`src/rtl/imem_dmem_arbiter_pkg.sv`:
```
// Shared definitions for the fetch/data memory-port arbiter.
//   XLEN, BUS_WID : address and data widths of the shared memory port
//   owner_t       : owner tag stored per in-flight request (OWN_I fetch, OWN_D data)
//   slot_t        : one held request (valid, write enable, address, write data)
package imem_dmem_arbiter_pkg;

    localparam int unsigned XLEN    = 32;
    localparam int unsigned BUS_WID = 32;

    typedef logic owner_t;
    localparam owner_t OWN_I = 1'b0;
    localparam owner_t OWN_D = 1'b1;

    typedef struct packed {
        logic               valid;
        logic               we;
        logic [XLEN-1:0]    addr;
        logic [BUS_WID-1:0] wdata;
    } slot_t;

endpackage

```
`src/rtl/imem_dmem_arbiter_if.sv`:
```
// Shared memory port bundle.
//   req/we/addr/wdata : request side, driven by the arbiter (master)
//   gnt               : memory accepts the request this cycle
//   rdata/resp/err    : in-order response, driven by the memory (slave)
interface imem_dmem_arbiter_if;
    import imem_dmem_arbiter_pkg::*;

    logic               req;
    logic               gnt;
    logic               we;
    logic [XLEN-1:0]    addr;
    logic [BUS_WID-1:0] wdata;
    logic [BUS_WID-1:0] rdata;
    logic               resp;
    logic               err;

    modport master (
        output req, we, addr, wdata,
        input  gnt, rdata, resp, err
    );

    modport slave (
        input  req, we, addr, wdata,
        output gnt, rdata, resp, err
    );

endinterface

```
`src/rtl/imem_dmem_arbiter_arb_owner_fifo.sv`:
```
// Owner FIFO, 1 bit wide, depth 2. Records which side owns each in-flight request.
//   clk, rst_n : clock, asynchronous active-low reset
//   push       : write push_data at the tail
//   push_data  : owner bit to store
//   pop        : drop the head (ignored when empty)
//   full/empty : occupancy flags
//   head       : current head entry
// Push and pop may coincide at any occupancy; a pop frees the full slot in time.
module arb_owner_fifo (
    input  logic clk,
    input  logic rst_n,
    input  logic push,
    input  logic push_data,
    input  logic pop,
    output logic full,
    output logic empty,
    output logic head
);

    logic [1:0] mem_q;
    logic       rd_ptr_q;
    logic       wr_ptr_q;
    logic [1:0] cnt_q;
    logic       pop_eff;
    logic       push_eff;

    assign full     = (cnt_q == 2'd2);
    assign empty    = (cnt_q == 2'd0);
    assign head     = mem_q[rd_ptr_q];
    assign pop_eff  = pop & ~empty;
    assign push_eff = push & (~full | pop_eff);

    always_ff @(posedge clk or negedge rst_n) begin
        if (!rst_n) begin
            mem_q    <= 2'b00;
            rd_ptr_q <= 1'b0;
            wr_ptr_q <= 1'b0;
            cnt_q    <= 2'd0;
        end else begin
            if (push_eff) begin
                mem_q[wr_ptr_q] <= push_data;
                wr_ptr_q        <= ~wr_ptr_q;
            end
            if (pop_eff) begin
                rd_ptr_q <= ~rd_ptr_q;
            end
            cnt_q <= cnt_q + {1'b0, push_eff} - {1'b0, pop_eff};
        end
    end

endmodule

```
`src/rtl/imem_dmem_arbiter.sv`:
```
// Shares one memory port between the fetch unit and the load/store unit.
//   clk, rst_n                  : clock, asynchronous active-low reset
//   i_req, i_addr               : fetch request pulse and aligned address
//   i_rdata, i_resp, i_err      : fetch response (rdata qualified by i_resp)
//   d_req, d_we, d_addr, d_wdata: data request pulse and fields
//   d_rdata, d_resp, d_err      : data response (rdata qualified by d_resp)
//   mem                         : shared memory port (req/gnt, in-order resp)
// Each side has one holding slot; a live request may bypass its slot when it wins
// and is granted in the same cycle. Data has priority until it has taken STARVE_LIM
// consecutive grants over a pending fetch.
module imem_dmem_arbiter
    import imem_dmem_arbiter_pkg::*;
#(
    parameter int unsigned STARVE_LIM = 4
) (
    input  logic                 clk,
    input  logic                 rst_n,
    input  logic                 i_req,
    input  logic [XLEN-1:0]      i_addr,
    output logic [BUS_WID-1:0]   i_rdata,
    output logic                 i_resp,
    output logic                 i_err,
    input  logic                 d_req,
    input  logic                 d_we,
    input  logic [XLEN-1:0]      d_addr,
    input  logic [BUS_WID-1:0]   d_wdata,
    output logic [BUS_WID-1:0]   d_rdata,
    output logic                 d_resp,
    output logic                 d_err,
    imem_dmem_arbiter_if.master  mem
);

    localparam int unsigned StW = $clog2(STARVE_LIM + 1);
    localparam logic [StW-1:0] StarveMax = StW'(STARVE_LIM);

    slot_t          i_slot_q, i_slot_d;
    slot_t          d_slot_q, d_slot_d;
    slot_t          i_cand, d_cand, win_slot;
    owner_t         win;
    logic [StW-1:0] starve_q, starve_d;
    logic           lock_q, lock_d;
    owner_t         lock_own_q;
    logic           grant;
    logic           fifo_full, fifo_empty;
    owner_t         fifo_head;
    logic           resp_ok;

    always_comb begin
        i_cand = i_slot_q.valid ? i_slot_q
                                : '{valid: i_req, we: 1'b0, addr: i_addr, wdata: '0};
        d_cand = d_slot_q.valid ? d_slot_q
                                : '{valid: d_req, we: d_we, addr: d_addr, wdata: d_wdata};

        // A request shown without a grant keeps its place until it is taken.
        if (lock_q) begin
            win = lock_own_q;
        end else if (i_cand.valid && d_cand.valid) begin
            win = (starve_q == StarveMax) ? OWN_I : OWN_D;
        end else begin
            win = d_cand.valid ? OWN_D : OWN_I;
        end
        win_slot = (win == OWN_D) ? d_cand : i_cand;

        mem.req   = rst_n & (i_cand.valid | d_cand.valid) & ~fifo_full;
        mem.we    = win_slot.we;
        mem.addr  = win_slot.addr;
        mem.wdata = win_slot.wdata;
        grant     = mem.req & mem.gnt;
        lock_d    = mem.req & ~mem.gnt;

        i_slot_d = i_slot_q;
        if (grant && win == OWN_I) begin
            i_slot_d.valid = 1'b0;
        end else if (i_req && !i_slot_q.valid) begin
            i_slot_d = '{valid: 1'b1, we: 1'b0, addr: i_addr, wdata: '0};
        end

        d_slot_d = d_slot_q;
        if (grant && win == OWN_D) begin
            d_slot_d.valid = 1'b0;
        end else if (d_req && !d_slot_q.valid) begin
            d_slot_d = '{valid: 1'b1, we: d_we, addr: d_addr, wdata: d_wdata};
        end

        starve_d = starve_q;
        if (!i_cand.valid || (grant && win == OWN_I)) begin
            starve_d = '0;
        end else if (grant && win == OWN_D && starve_q != StarveMax) begin
            starve_d = starve_q + StW'(1);
        end
    end

    always_ff @(posedge clk or negedge rst_n) begin
        if (!rst_n) begin
            i_slot_q   <= '0;
            d_slot_q   <= '0;
            starve_q   <= '0;
            lock_q     <= 1'b0;
            lock_own_q <= OWN_I;
        end else begin
            i_slot_q   <= i_slot_d;
            d_slot_q   <= d_slot_d;
            starve_q   <= starve_d;
            lock_q     <= lock_d;
            lock_own_q <= win;
        end
    end

    arb_owner_fifo u_owner_fifo (
        .clk       (clk),
        .rst_n     (rst_n),
        .push      (grant),
        .push_data (win),
        .pop       (mem.resp),
        .full      (fifo_full),
        .empty     (fifo_empty),
        .head      (fifo_head)
    );

    // A response with nothing in flight is dropped.
    assign resp_ok = mem.resp & ~fifo_empty;
    assign i_resp  = resp_ok & (fifo_head == OWN_I);
    assign d_resp  = resp_ok & (fifo_head == OWN_D);
    assign i_err   = i_resp & mem.err;
    assign d_err   = d_resp & mem.err;
    assign i_rdata = mem.rdata;
    assign d_rdata = mem.rdata;

    a_i_req_slot_full: assert property (@(posedge clk) disable iff (!rst_n)
        !(i_req && i_slot_q.valid));
    a_d_req_slot_full: assert property (@(posedge clk) disable iff (!rst_n)
        !(d_req && d_slot_q.valid));
    a_resp_fifo_empty: assert property (@(posedge clk) disable iff (!rst_n)
        !(mem.resp && fifo_empty));

endmodule

```
`src/flat_wrapper.sv`:
```
// flat-port wrapper written by rule: the top's interface ports become plain ports
module imem_dmem_arbiter_flat import imem_dmem_arbiter_pkg::*;
#(
    parameter int unsigned STARVE_LIM = 4
)
  (clk, rst_n, i_req, i_addr, i_rdata, i_resp, i_err, d_req, d_we, d_addr, d_wdata, d_rdata, d_resp, d_err, mem_req, mem_we, mem_addr, mem_wdata, mem_gnt, mem_rdata, mem_resp, mem_err);
  imem_dmem_arbiter_if mem_i ();
  input  logic clk;
  input  logic rst_n;
  input  logic i_req;
  input  logic [XLEN-1:0] i_addr;
  output logic [BUS_WID-1:0] i_rdata;
  output logic i_resp;
  output logic i_err;
  input  logic d_req;
  input  logic d_we;
  input  logic [XLEN-1:0] d_addr;
  input  logic [BUS_WID-1:0] d_wdata;
  output logic [BUS_WID-1:0] d_rdata;
  output logic d_resp;
  output logic d_err;
  output wire logic [$bits(mem_i.req)-1:0] mem_req;
  output wire logic [$bits(mem_i.we)-1:0] mem_we;
  output wire logic [$bits(mem_i.addr)-1:0] mem_addr;
  output wire logic [$bits(mem_i.wdata)-1:0] mem_wdata;
  input wire logic [$bits(mem_i.gnt)-1:0] mem_gnt;
  input wire logic [$bits(mem_i.rdata)-1:0] mem_rdata;
  input wire logic [$bits(mem_i.resp)-1:0] mem_resp;
  input wire logic [$bits(mem_i.err)-1:0] mem_err;
  assign mem_req = mem_i.req;
  assign mem_we = mem_i.we;
  assign mem_addr = mem_i.addr;
  assign mem_wdata = mem_i.wdata;
  assign mem_i.gnt = mem_gnt;
  assign mem_i.rdata = mem_rdata;
  assign mem_i.resp = mem_resp;
  assign mem_i.err = mem_err;
  imem_dmem_arbiter #(.STARVE_LIM(STARVE_LIM)) u_core (.clk(clk), .rst_n(rst_n), .i_req(i_req), .i_addr(i_addr), .i_rdata(i_rdata), .i_resp(i_resp), .i_err(i_err), .d_req(d_req), .d_we(d_we), .d_addr(d_addr), .d_wdata(d_wdata), .d_rdata(d_rdata), .d_resp(d_resp), .d_err(d_err), .mem(mem_i));
endmodule
```
`config.mk`:
```
export PLATFORM = sky130hd
export DESIGN_NAME = imem_dmem_arbiter_flat
export DESIGN_NICKNAME = d
export VERILOG_FILES = /design/src/rtl/imem_dmem_arbiter_pkg.sv /design/src/rtl/imem_dmem_arbiter_if.sv /design/src/rtl/imem_dmem_arbiter_arb_owner_fifo.sv /design/src/rtl/imem_dmem_arbiter.sv /design/src/flat_wrapper.sv
export SDC_FILE = /design/constraint.sdc
export NUM_CORES = 1
export LEC_CHECK = 0
export CAP_MARGIN = 20
export CORE_MARGIN = 1.5
export CORE_UTILIZATION = 40
export CTS_CLUSTER_SIZE = 12
export DETAILED_ROUTE_END_ITERATION = 10
export PLACE_DENSITY = 0.76
export SYNTH_ARGS = -nofsm -noshare
export SYNTH_HDL_FRONTEND = slang
export SYNTH_SLANG_ARGS = --single-unit
```
`constraint.sdc`:
```
create_clock -name clk -period 3 [get_ports clk]
set_input_delay 0.45 -clock clk [delete_from_list [all_inputs] [get_ports clk]]
set_output_delay 0.45 -clock clk [all_outputs]
set_load 0.05 [all_outputs]
```
==> out/results.ini, run 1 <==
[critical_path]
r2r-end = u_core.u_owner_fifo.cnt_q[1]$_DFF_PN0_
reg2reg_setup_slack_ns = 0.65
crit_type = reg -> out
slowest_delay_ns = 0.42
path_delay_family = compound AO/OA/AOI/OAI gates
start_kind = flip-flop
cpMaxStageDelayCell = dfrtp_1
crit_fanout = 47
critPathRequiredTime_ns = 2.55
cp.arrival_ns = 2.41
rr_worst_depth = 9
cp-end-kind = primary output
cpMostUsedCell = buf_12
endpoint = mem_addr[6]
crit_chain = inv_1, ha_1, o211ai_2, a21oi_4, buf_12, a211oi_1, a21oi_1, buf_12
startpoint = u_core.starve_q[0]$_DFFE_PN0P_
worst-path-buf-inv = 3
rr_startpoint = u_core.d_slot_q[65]$_DFFE_PN0P_
crit_cells = 8

[global_route]
grt_max_degree = 60
grt_overflow_total = 0
track_usage = 0.1887
grt_pass1_vias = 4766
antenna_found_initial = 0
grt_pass1_wl_um = 24850

[clocking]
clk_pin_slew_ns = 0.08
clock_latency_ns = 0.35
clockRootBuffer = clkbuf_16
cts_buffers = 9
clockBufferDepth = 2
cts_resized = 0
h-tree-depth = 3
clock-sinks = 110
post_cts_buffers = 0
hold_buffers = 1
cts_tree = done

[sta]
tightest_slew_ns = 0.7778
drv_slew = 0
tns_ns = 0
skew_ns = 0.008203
setup_viol = 0
rsz0062_at_grt = false
timing.final.crit_share = 0.9547
hold_viol_final = 0
clock.fmax_mhz = 349.2
post-route-min-period_ns = 2.864
slew_headroom = 0.4815

[floorplanning]
die_h_um = 130.6
initial_utilization = 0.4103
rows = 46
ioPinCount = 270
core_area_sq_um = 15890
die-area_sq_um = 17070
die_x_um = 130.6

[power_and_ir_drop]
power_leakage_uw = 0.003914
powerDensity_nw_per_um2 = 1337
vdd_drop_max_mv = 0.7678

[cells_and_area]
final_layout_size_suffix_gt1_frac = 0.3006
synthToLayoutAreaGrowth_pct = 31.04
diodes = 0
nets = 797
finalNonFillerCells = 878
fill_cells = 1376

[synth]
synthArstFlopShare = 1.000
yosysTopAreaCellShare = 0.4223
postSynthCellCount = 561
syn_area_sq_um = 6518
synthFlopType = dfrtp_1
yosysUniqueCellTypes = 34
yosysSeqAreaShare = 0.4223
synth_most_common_cell = dfrtp_1
syn_avg_cell_area_sq_um = 11.62
yosysWarnings = 0
syn-num-nets = 701
ys_seq_elements = 110
synth_edf_count = 0
netlist_top_cells_area = dfrtp_1, mux2_4, mux2i_1, mux2_2, buf_4
synth_common_cells = dfrtp_1, mux2i_1, buf_4
synth_area_leader_cell = dfrtp_1

[flow_run]
max_cap_viol_count = 0

[detailed_routing]
first_pass_iters = 4
via_count = 4539
drt-initial-drc-count = 145
viasPerCell = 5.170
drc = 0
routedWlPerCell_um = 18.16
wl_um = 15940
ant_nets = 0

[placed_design]
dp_hpwl_um = 11800
place_congestion = 0.8493
io_buffers = 173
dp.cells = 861

[outcome]
status = finished clean

[worst_hold_path]
min_path_type = in -> async

cell usage in the layout, fill, tap and decap left out, types with 2 or more instances in the layout:
| cell | count |
|---|---|
| a211oi_1 | 33 |
| mux2_2 | 47 |
| nor2b_1 | 34 |
| dfrtp_1 | 108 |
| buf_12 | 36 |
| nor2_1 | 39 |
| a21oi_1 | 36 |
| and2_1 | 2 |
| and3_1 | 3 |
| clkbuf_16 | 9 |
| a31oi_1 | 2 |
| nand2_1 | 8 |
| mux2_4 | 50 |
| buf_4 | 43 |
| mux2i_1 | 66 |
| o21ai_0 | 2 |
| ha_1 | 4 |
| xnor2_1 | 4 |
| inv_1 | 7 |
| inv_6 | 3 |
| bufinv_16 | 2 |
| clkdlybuf4s50_1 | 105 |
flip-flops by register name, summed over array words and instances (netlist names):
| register | flops |
|---|---|
| u_core.starve_q | 3 |
| u_core.u_owner_fifo.mem_q | 2 |
| u_core.lock_own_q | 1 |
| u_core.lock_q | 1 |
| u_core.i_slot_q | 33 |
| u_core.d_slot_q | 66 |
| u_core.u_owner_fifo.cnt_q | 2 |
| u_core.u_owner_fifo.wr_ptr_q | 1 |
| u_core.u_owner_fifo.rd_ptr_q | 1 |
metrics by stage:
stage / cell area, sq um / power, uW / util / setup WS [ns] / hold slack (ns)
2_1_floorplan: 6518 / 7556 / - / 0.3734 / 0.1544
3_3_place_gp: 8203 / 9994 / 0.5164 / 0.2870 / 0.2568
3_5_place_dp: 8203 / 10160 / 0.5164 / 0.2520 / 0.2615
4_1_cts: 8541 / 11520 / 0.5377 / 0.1688 / 0.4284
5_1_grt: 8541 / 12010 / 0.5377 / 0.06468 / 0.4365
6_report: 8541 / 11420 / 0.5377 / 0.1359 / 0.4433
cell type report:
type | count | area (sq um) | share of cell area
multi-input combinational | 344 | 3054 | 0.3576
sequential | 110 | 2758 | 0.3229
timing repair buffer | 185 | 2105 | 0.2464
tap | 216 | 270.3 | 0.03164
clock buffer | 9 | 225.2 | 0.02637
clock inverter | 7 | 102.6 | 0.01201
inverter | 7 | 26.28 | 0.003076
where the power goes:
group	leakage (uW)	internal, uW	total, uW	switching (uW)
registers	0.00131	2220	2680	455
logic	0.00245	3310	7420	4110
clock network	0.000157	743	1310	571
routing by layer:
metal,wire length [um],vias up,global-route usage
met5,0,-,0
met4,364,0,0.07046
met3,1074,22,0.04194
met2,8270,206,0.3477
met1,6234,2200,0.2131
li1,-,2111,-
worst min path at each step:
stage | from | endpoint | slack (ns) | cells past startpoint
after floorplan | rst_n | u_core.d_slot_q[0]$_DFFE_PN0P_ | 0.15 | 0
after global placement | rst_n | u_core.u_owner_fifo.cnt_q[1]$_DFF_PN0_ | 0.26 | 1
after detailed placement | rst_n | u_core.u_owner_fifo.cnt_q[1]$_DFF_PN0_ | 0.26 | 1
after CTS | rst_n | u_core.u_owner_fifo.cnt_q[0]$_DFF_PN0_ | 0.43 | 2
after global routing | rst_n | u_core.u_owner_fifo.cnt_q[0]$_DFF_PN0_ | 0.44 | 2
final | rst_n | u_core.u_owner_fifo.cnt_q[1]$_DFF_PN0_ | 0.44 | 2
logic make-up after synthesis:
kind of cell,share of synthesized area
adders and majority gates,0.007679
and+or+nand+nor,0.06834
buffers and inverters,0.1119
xor gates and xnor gates,0.005375
DFF,0.4223
AOI/OAI and AO/OA,0.08485
muxes,0.2995
(Power assumes the default switching activity.)
==> run 2, diff against run 1 <==
CORE_UTILIZATION = 47   (was 40)
PLACE_DENSITY = 0.87   (was 0.76)
==> run 2 against run 1 <==
  * Sequential cell count unchanged
  * Critical path depth stayed put
  * Sequential power is essentially flat
  * First-iteration DRC count is 15% higher
  * Largest cell class unchanged
  * Highest routed layer unchanged
==> out/results.ini, run 2 (same netlist as run 1, synthesis figures left out) <==
[floorplanning]
core_area_sq_um = 13400  ; was 15,890 sq um
die_x_um = 120.8  ; was 130.6 um
initial_utilization = 0.4864  ; was 0.4103
rows = 42  ; was 46
die-area_sq_um = 14580  ; was 17,070 sq um
ioPinCount = 270  ; unchanged
die_h_um = 120.8  ; was 130.6 um

[sta]
tightest_slew_ns = 0.9787  ; was 0.7778 ns
rsz0062_at_grt = false  ; unchanged
slew_headroom = 0.3475  ; was 0.4815
setup_viol = 0  ; unchanged
timing.final.crit_share = 0.9172  ; was 0.9547
drv_slew = 0  ; unchanged
skew_ns = 0.01185  ; was 0.008203 ns
fin_ws_ns = 0.2485  ; was 0.1359 ns
hold_viol_final = 0  ; unchanged
tns_ns = 0  ; unchanged
post-route-min-period_ns = 2.752  ; was 2.864 ns
clock.fmax_mhz = 363.4  ; was 349.2 MHz

[clocking]
post_cts_buffers = 0  ; unchanged
h-tree-depth = 3  ; unchanged
clock-sinks = 110  ; unchanged
clockBufferDepth = 2  ; unchanged
hold_buffers = 0  ; was 1
cts_resized = 0  ; unchanged
clockRootBuffer = clkbuf_16  ; unchanged
clk_pin_slew_ns = 0.08  ; about the same
cts_tree = done  ; unchanged
cts_buffers = 9  ; unchanged
clock_latency_ns = 0.35  ; about the same

[cells_and_area]
largest_registers = u_core.d_slot_q (66), u_core.i_slot_q (33), u_core.starve_q (3)  ; unchanged
final_common_cell = dfrtp_1  ; unchanged
largest_reg_flops = 66  ; unchanged
final_core_util = 0.6311  ; was 0.5377
finalNonFillerCells = 844  ; was 878
final_layout_size_suffix_gt1_frac = 0.3048  ; was 0.3006
synthToLayoutAreaGrowth_pct = 29.76  ; was 31.04%
regMostFlops = u_core.d_slot_q  ; unchanged
nets = 801  ; was 797
layout_common_cells = dfrtp_1, clkdlybuf4s50_1, mux2i_1  ; unchanged

[power_and_ir_drop]
comb_power_share = 0.660  ; was 0.650
switchingPower_uw = 5129  ; was 5138 uW
powerDensity_nw_per_um2 = 1332  ; was 1337 nW/um^2
power.internal_uw = 6134  ; was 6280 uW
power_leakage_uw = 0.003902  ; was 0.003914 uW
vdd_drop_max_mv = 0.9886  ; was 0.7678 mV
swShare = 0.4554  ; was 0.4500
p_clk_frac = 0.101  ; was 0.115
seq_power_share = 0.239  ; was 0.235

[placed_design]
dp_slack_ns = 0.2868  ; was 0.2520 ns
dp.cells = 826  ; was 861
place_congestion = 0.8394  ; was 0.8493
dp_hpwl_um = 12110  ; was 11,800 um
io_buffers = 173  ; unchanged

[global_route]
grt_max_degree = 78  ; was 60
grt_pass1_vias = 4722  ; was 4,766
grt_overflow_total = 0  ; unchanged
track_usage = 0.2236  ; was 0.1887
grt_pass1_wl_um = 25230  ; was 24,850 um
antenna_found_initial = 2  ; was 0

[critical_path]
path_delay_family = compound AO/OA/AOI/OAI gates  ; unchanged
critPathRequiredTime_ns = 2.55  ; about the same
cpMostUsedCell = buf_12  ; unchanged
crit_type = reg -> out  ; unchanged
cp.arrival_ns = 2.30  ; was 2.41 ns
cpMaxStageDelayCell = dfrtp_1  ; unchanged
cp-end-kind = primary output  ; unchanged
worst-path-buf-inv = 3  ; unchanged
slowest_delay_ns = 0.41  ; was 0.42 ns
crit_fanout = 65  ; was 47
crit_chain = inv_1, ha_1, o211ai_2, a21oi_4, buf_12, a211oi_1, a21oi_1, buf_12  ; unchanged
start_kind = flip-flop  ; unchanged

[detailed_routing]
drc = 0  ; unchanged
drt-initial-drc-count = 167  ; was 145
viasPerCell = 5.368  ; was 5.170
via_count = 4531  ; was 4,539
first_pass_iters = 4  ; unchanged
wl_um = 16000  ; was 15,940 um
ant_nets = 0  ; unchanged
routedWlPerCell_um = 18.96  ; was 18.16 um

[outcome]
status = finished clean  ; unchanged

[worst_hold_path]
min_path_type = in -> async  ; unchanged

[flow_run]
max_cap_viol_count = 0  ; unchanged

[run 2: cell count changes in the layout (fill, tap and decap cells not counted), moves of 2 or more]
| cell | delta |
|---|---|
| buf_12 | -2 |
| buf_4 | +6 |
| inv_6 | -2 |
| diode_2 | +2 |
| bufinv_16 | -2 |
| clkinvlp_4 | +2 |
[run 2: worst paths after layout]
check / cells after the start / slack (ns) / endpoint / from
max: 8 / 0.25 / mem_addr[7] / u_core.starve_q[0]$_DFFE_PN0P_
min: 2 / 0.16 / u_core.d_slot_q[46]$_DFFE_PN0P_ / rst_n
max reg2reg: 7 / 0.69 / u_core.d_slot_q[17]$_DFFE_PN0P_ / u_core.starve_q[0]$_DFFE_PN0P_
min reg2reg: 1 / 0.51 / u_core.i_slot_q[39]$_DFFE_PN0P_ / u_core.i_slot_q[39]$_DFFE_PN0P_
max in group asynchronous: 2 / 1.91 / u_core.d_slot_q[65]$_DFFE_PN0P_ / rst_n
min in group clk: 1 / 0.51 / u_core.i_slot_q[39]$_DFFE_PN0P_ / u_core.i_slot_q[39]$_DFFE_PN0P_
[run 2: cell type report]
type	count	area (sq um)
clock inverters	6	45.04
diodes	2	5.005
fillers	1043	4943
well taps	176	220.2
multi-input cells	344	3054
clock buffers	10	239.0
repair buffers	189	2110
flip-flops and latches	110	2758
inverters	7	26.28
[run 2: layer usage]
layer,vias up,GRT usage,routed length (um)
met3,19,0.05613,1024
li1,2117,-,-
met5,-,0,0
met4,0,0.08088,304
met1,2202,0.2567,6193
met2,193,0.4016,8480
[run 2: worst reg2reg max path: cells and delay by family, from the launching register on]
family	cells	cell delay, ns
muxes	1	0.32
AOI/OAI and AO/OA	2	0.69
adders and majority gates	1	0.24
buffers and inverters	2	0.41
and+or+nand+nor	1	0.13
DFF	1	0.41
[run 2: stage by stage]
step | instance area [sq um] | power, uW | hold slack, ns
after floorplan | 6518 | 7556 | 0.1544
after global placement | 8168 | 9993 | 0.4739
after detailed placement | 8168 | 10190 | 0.4897
after CTS | 8452 | 11370 | 0.1680
after global routing | 8454 | 11820 | 0.1941
final | 8457 | 11260 | 0.1551
[run 2: power by group through the flow]
stage / clock (uW) / sequential [uW] / combinational (uW)
after floorplan: 0 / 2530 / 5030
after global placement: 0 / 2630 / 7360
after detailed placement: 0 / 2690 / 7500
after CTS: 1160 / 2680 / 7520
after global routing: 1230 / 2780 / 7810
final: 1140 / 2690 / 7430
==> run 3, diff against run 2 <==
MAX_ROUTING_LAYER = met4   (was default)
==> run 3 against run 2 <==
  * Combinational power about the same
  * Utilization unchanged
  * Cell area is the same
  * Total power is essentially flat
  * Critical endpoint is now mem_addr[11]
  * Critical path depth unchanged
  * Largest power group unchanged
  * Clock power about the same
==> out/results.ini, run 3 (same netlist as run 1, synthesis figures left out) <==
[power_and_ir_drop]
comb_power_share = 0.660  ; about the same
powerDensity_nw_per_um2 = 1332  ; about the same
switchingPower_uw = 5130  ; was 5129 uW
p_clk_frac = 0.101  ; about the same
seq_power_share = 0.239  ; about the same
vdd_drop_max_mv = 0.9883  ; was 0.9886 mV
p_total_uw = 11260  ; about the same
power.internal_uw = 6134  ; about the same
power_leakage_uw = 0.003902  ; unchanged
swShare = 0.4554  ; about the same

[cells_and_area]
fin_area_sq_um = 8457  ; unchanged
nets = 801  ; unchanged
largest_reg_flops = 66  ; unchanged
largest_registers = u_core.d_slot_q (66), u_core.i_slot_q (33), u_core.starve_q (3)  ; unchanged
final_core_util = 0.6311  ; unchanged
layout_common_cells = dfrtp_1, clkdlybuf4s50_1, mux2i_1  ; unchanged
final_layout_size_suffix_gt1_frac = 0.3048  ; unchanged
regMostFlops = u_core.d_slot_q  ; unchanged
synthToLayoutAreaGrowth_pct = 29.76  ; unchanged
final_common_cell = dfrtp_1  ; unchanged

[clocking]
h-tree-depth = 3  ; unchanged
hold_buffers = 0  ; unchanged
clock-sinks = 110  ; unchanged
clock_latency_ns = 0.36  ; was 0.35 ns
cts_tree = done  ; unchanged
post_cts_buffers = 0  ; unchanged
cts_resized = 0  ; unchanged
clk_pin_slew_ns = 0.08  ; about the same
clockBufferDepth = 2  ; unchanged
cts_buffers = 9  ; unchanged
clockRootBuffer = clkbuf_16  ; unchanged

[sta]
tns_ns = 0  ; unchanged
timing.final.crit_share = 0.9182  ; was 0.9172
hold_viol_final = 0  ; unchanged
setup_viol = 0  ; unchanged
fin_ws_ns = 0.2453  ; was 0.2485 ns
post-route-min-period_ns = 2.755  ; was 2.752 ns
slew_headroom = 0.3487  ; was 0.3475
rsz0062_at_grt = false  ; unchanged
tightest_slew_ns = 0.9769  ; was 0.9787 ns
skew_ns = 0.01187  ; was 0.01185 ns
clock.fmax_mhz = 363.0  ; was 363.4 MHz
drv_slew = 0  ; unchanged

[detailed_routing]
wl_met1_um = 6161  ; was 6193 um
ant_nets = 0  ; unchanged
wl_met2_um = 8495  ; was 8480 um
routed-wl-met3_um = 1084  ; was 1024 um
viasPerCell = 5.411  ; was 5.368
top_layer_used = met4  ; unchanged
wl_um = 16030  ; was 16,000 um
drt-initial-drc-count = 155  ; was 167
first_pass_iters = 4  ; unchanged
drc = 0  ; unchanged
via_count = 4567  ; was 4,531
routedWlPerCell_um = 18.99  ; was 18.96 um

[placed_design]
place_congestion = 0.8525  ; was 0.8394
place_area_sq_um = 8168  ; unchanged
dp_hpwl_um = 12110  ; unchanged
io_buffers = 173  ; unchanged
dp_slack_ns = 0.2868  ; unchanged

[outcome]
status = finished clean  ; unchanged

[floorplanning]
die_h_um = 120.8  ; unchanged
rows = 42  ; unchanged
initial_utilization = 0.4864  ; unchanged
core_area_sq_um = 13400  ; unchanged
ioPinCount = 270  ; unchanged
die_x_um = 120.8  ; unchanged
die-area_sq_um = 14580  ; unchanged

[critical_path]
crit_type = reg -> out  ; unchanged
critPathRequiredTime_ns = 2.55  ; about the same
crit_fanout = 65  ; unchanged
cp-end-kind = primary output  ; unchanged
start_kind = flip-flop  ; unchanged
cp.arrival_ns = 2.30  ; about the same

[global_route]
grt_pass1_vias = 4724  ; was 4,722
grt_overflow_total = 0  ; unchanged
grt_pass1_wl_um = 25250  ; was 25,230 um
track_usage = 0.2298  ; was 0.2236
antenna_found_initial = 2  ; unchanged
grt_max_degree = 78  ; unchanged

[worst_hold_path]
min_path_type = in -> async  ; unchanged

[flow_run]
max_cap_viol_count = 0  ; unchanged

==> run 3: layer usage <==
layer,GRT usage,vias up
met1,0.2585,2222
met3,0.05943,20
li1,-,2117
met2,0.4016,208
met4,0.06985,0
met5,-,-
==> run 3: worst max-delay path, cell delays in order, from the launching register on <==
cell and delay, ns:
dfrtp_1 0.41, inv_1 0.07, ha_1 0.24, o211ai_2 0.15
a21oi_4 0.22, buf_12 0.27, a211oi_1 0.09, a21oi_1 0.27
buf_12 0.18
==> run 3: through the flow <==
| stage | cells | hold slack (ns) |
|---|---|---|
| floorplan | 561 | 0.1544 |
| global placement | 826 | 0.4739 |
| detailed placement | 826 | 0.4897 |
| CTS | 842 | 0.1680 |
| global route | 844 | 0.1931 |
| finish | 844 | 0.1547 |
==> run 3: path summary, 6_finish.rpt <==
check | start | end | slack [ns] | cells past startpoint
setup / recovery | u_core.starve_q[0]$_DFFE_PN0P_ | mem_addr[11] | 0.25 | 8
hold / removal | rst_n | u_core.d_slot_q[46]$_DFFE_PN0P_ | 0.15 | 2
setup reg to reg | u_core.starve_q[0]$_DFFE_PN0P_ | u_core.d_slot_q[17]$_DFFE_PN0P_ | 0.69 | 7
hold reg to reg | u_core.i_slot_q[39]$_DFFE_PN0P_ | u_core.i_slot_q[39]$_DFFE_PN0P_ | 0.51 | 1
max in group asynchronous | rst_n | u_core.d_slot_q[65]$_DFFE_PN0P_ | 1.92 | 2
min in group clk | u_core.i_slot_q[39]$_DFFE_PN0P_ | u_core.i_slot_q[39]$_DFFE_PN0P_ | 0.51 | 1
==> run 3: area by class of cell <==
cell class                 instances  area [sq um]
sequential                       110          2758
clock inverter                     6         45.04
antenna                            2         5.005
inverter                           7         26.28
tap                              176         220.2
clock buffer                      10         239.0
timing repair buffer             189          2110
multi-input combinational        344          3054
fill                            1043          4943
==> run 3: power by group through the flow <==
stage	clock network, uW	registers, uW	logic (uW)
floorplan	0	2530	5030
global placement	0	2630	7360
detailed placement	0	2690	7500
CTS	1160	2680	7520
global route	1230	2770	7810
finish	1140	2690	7430
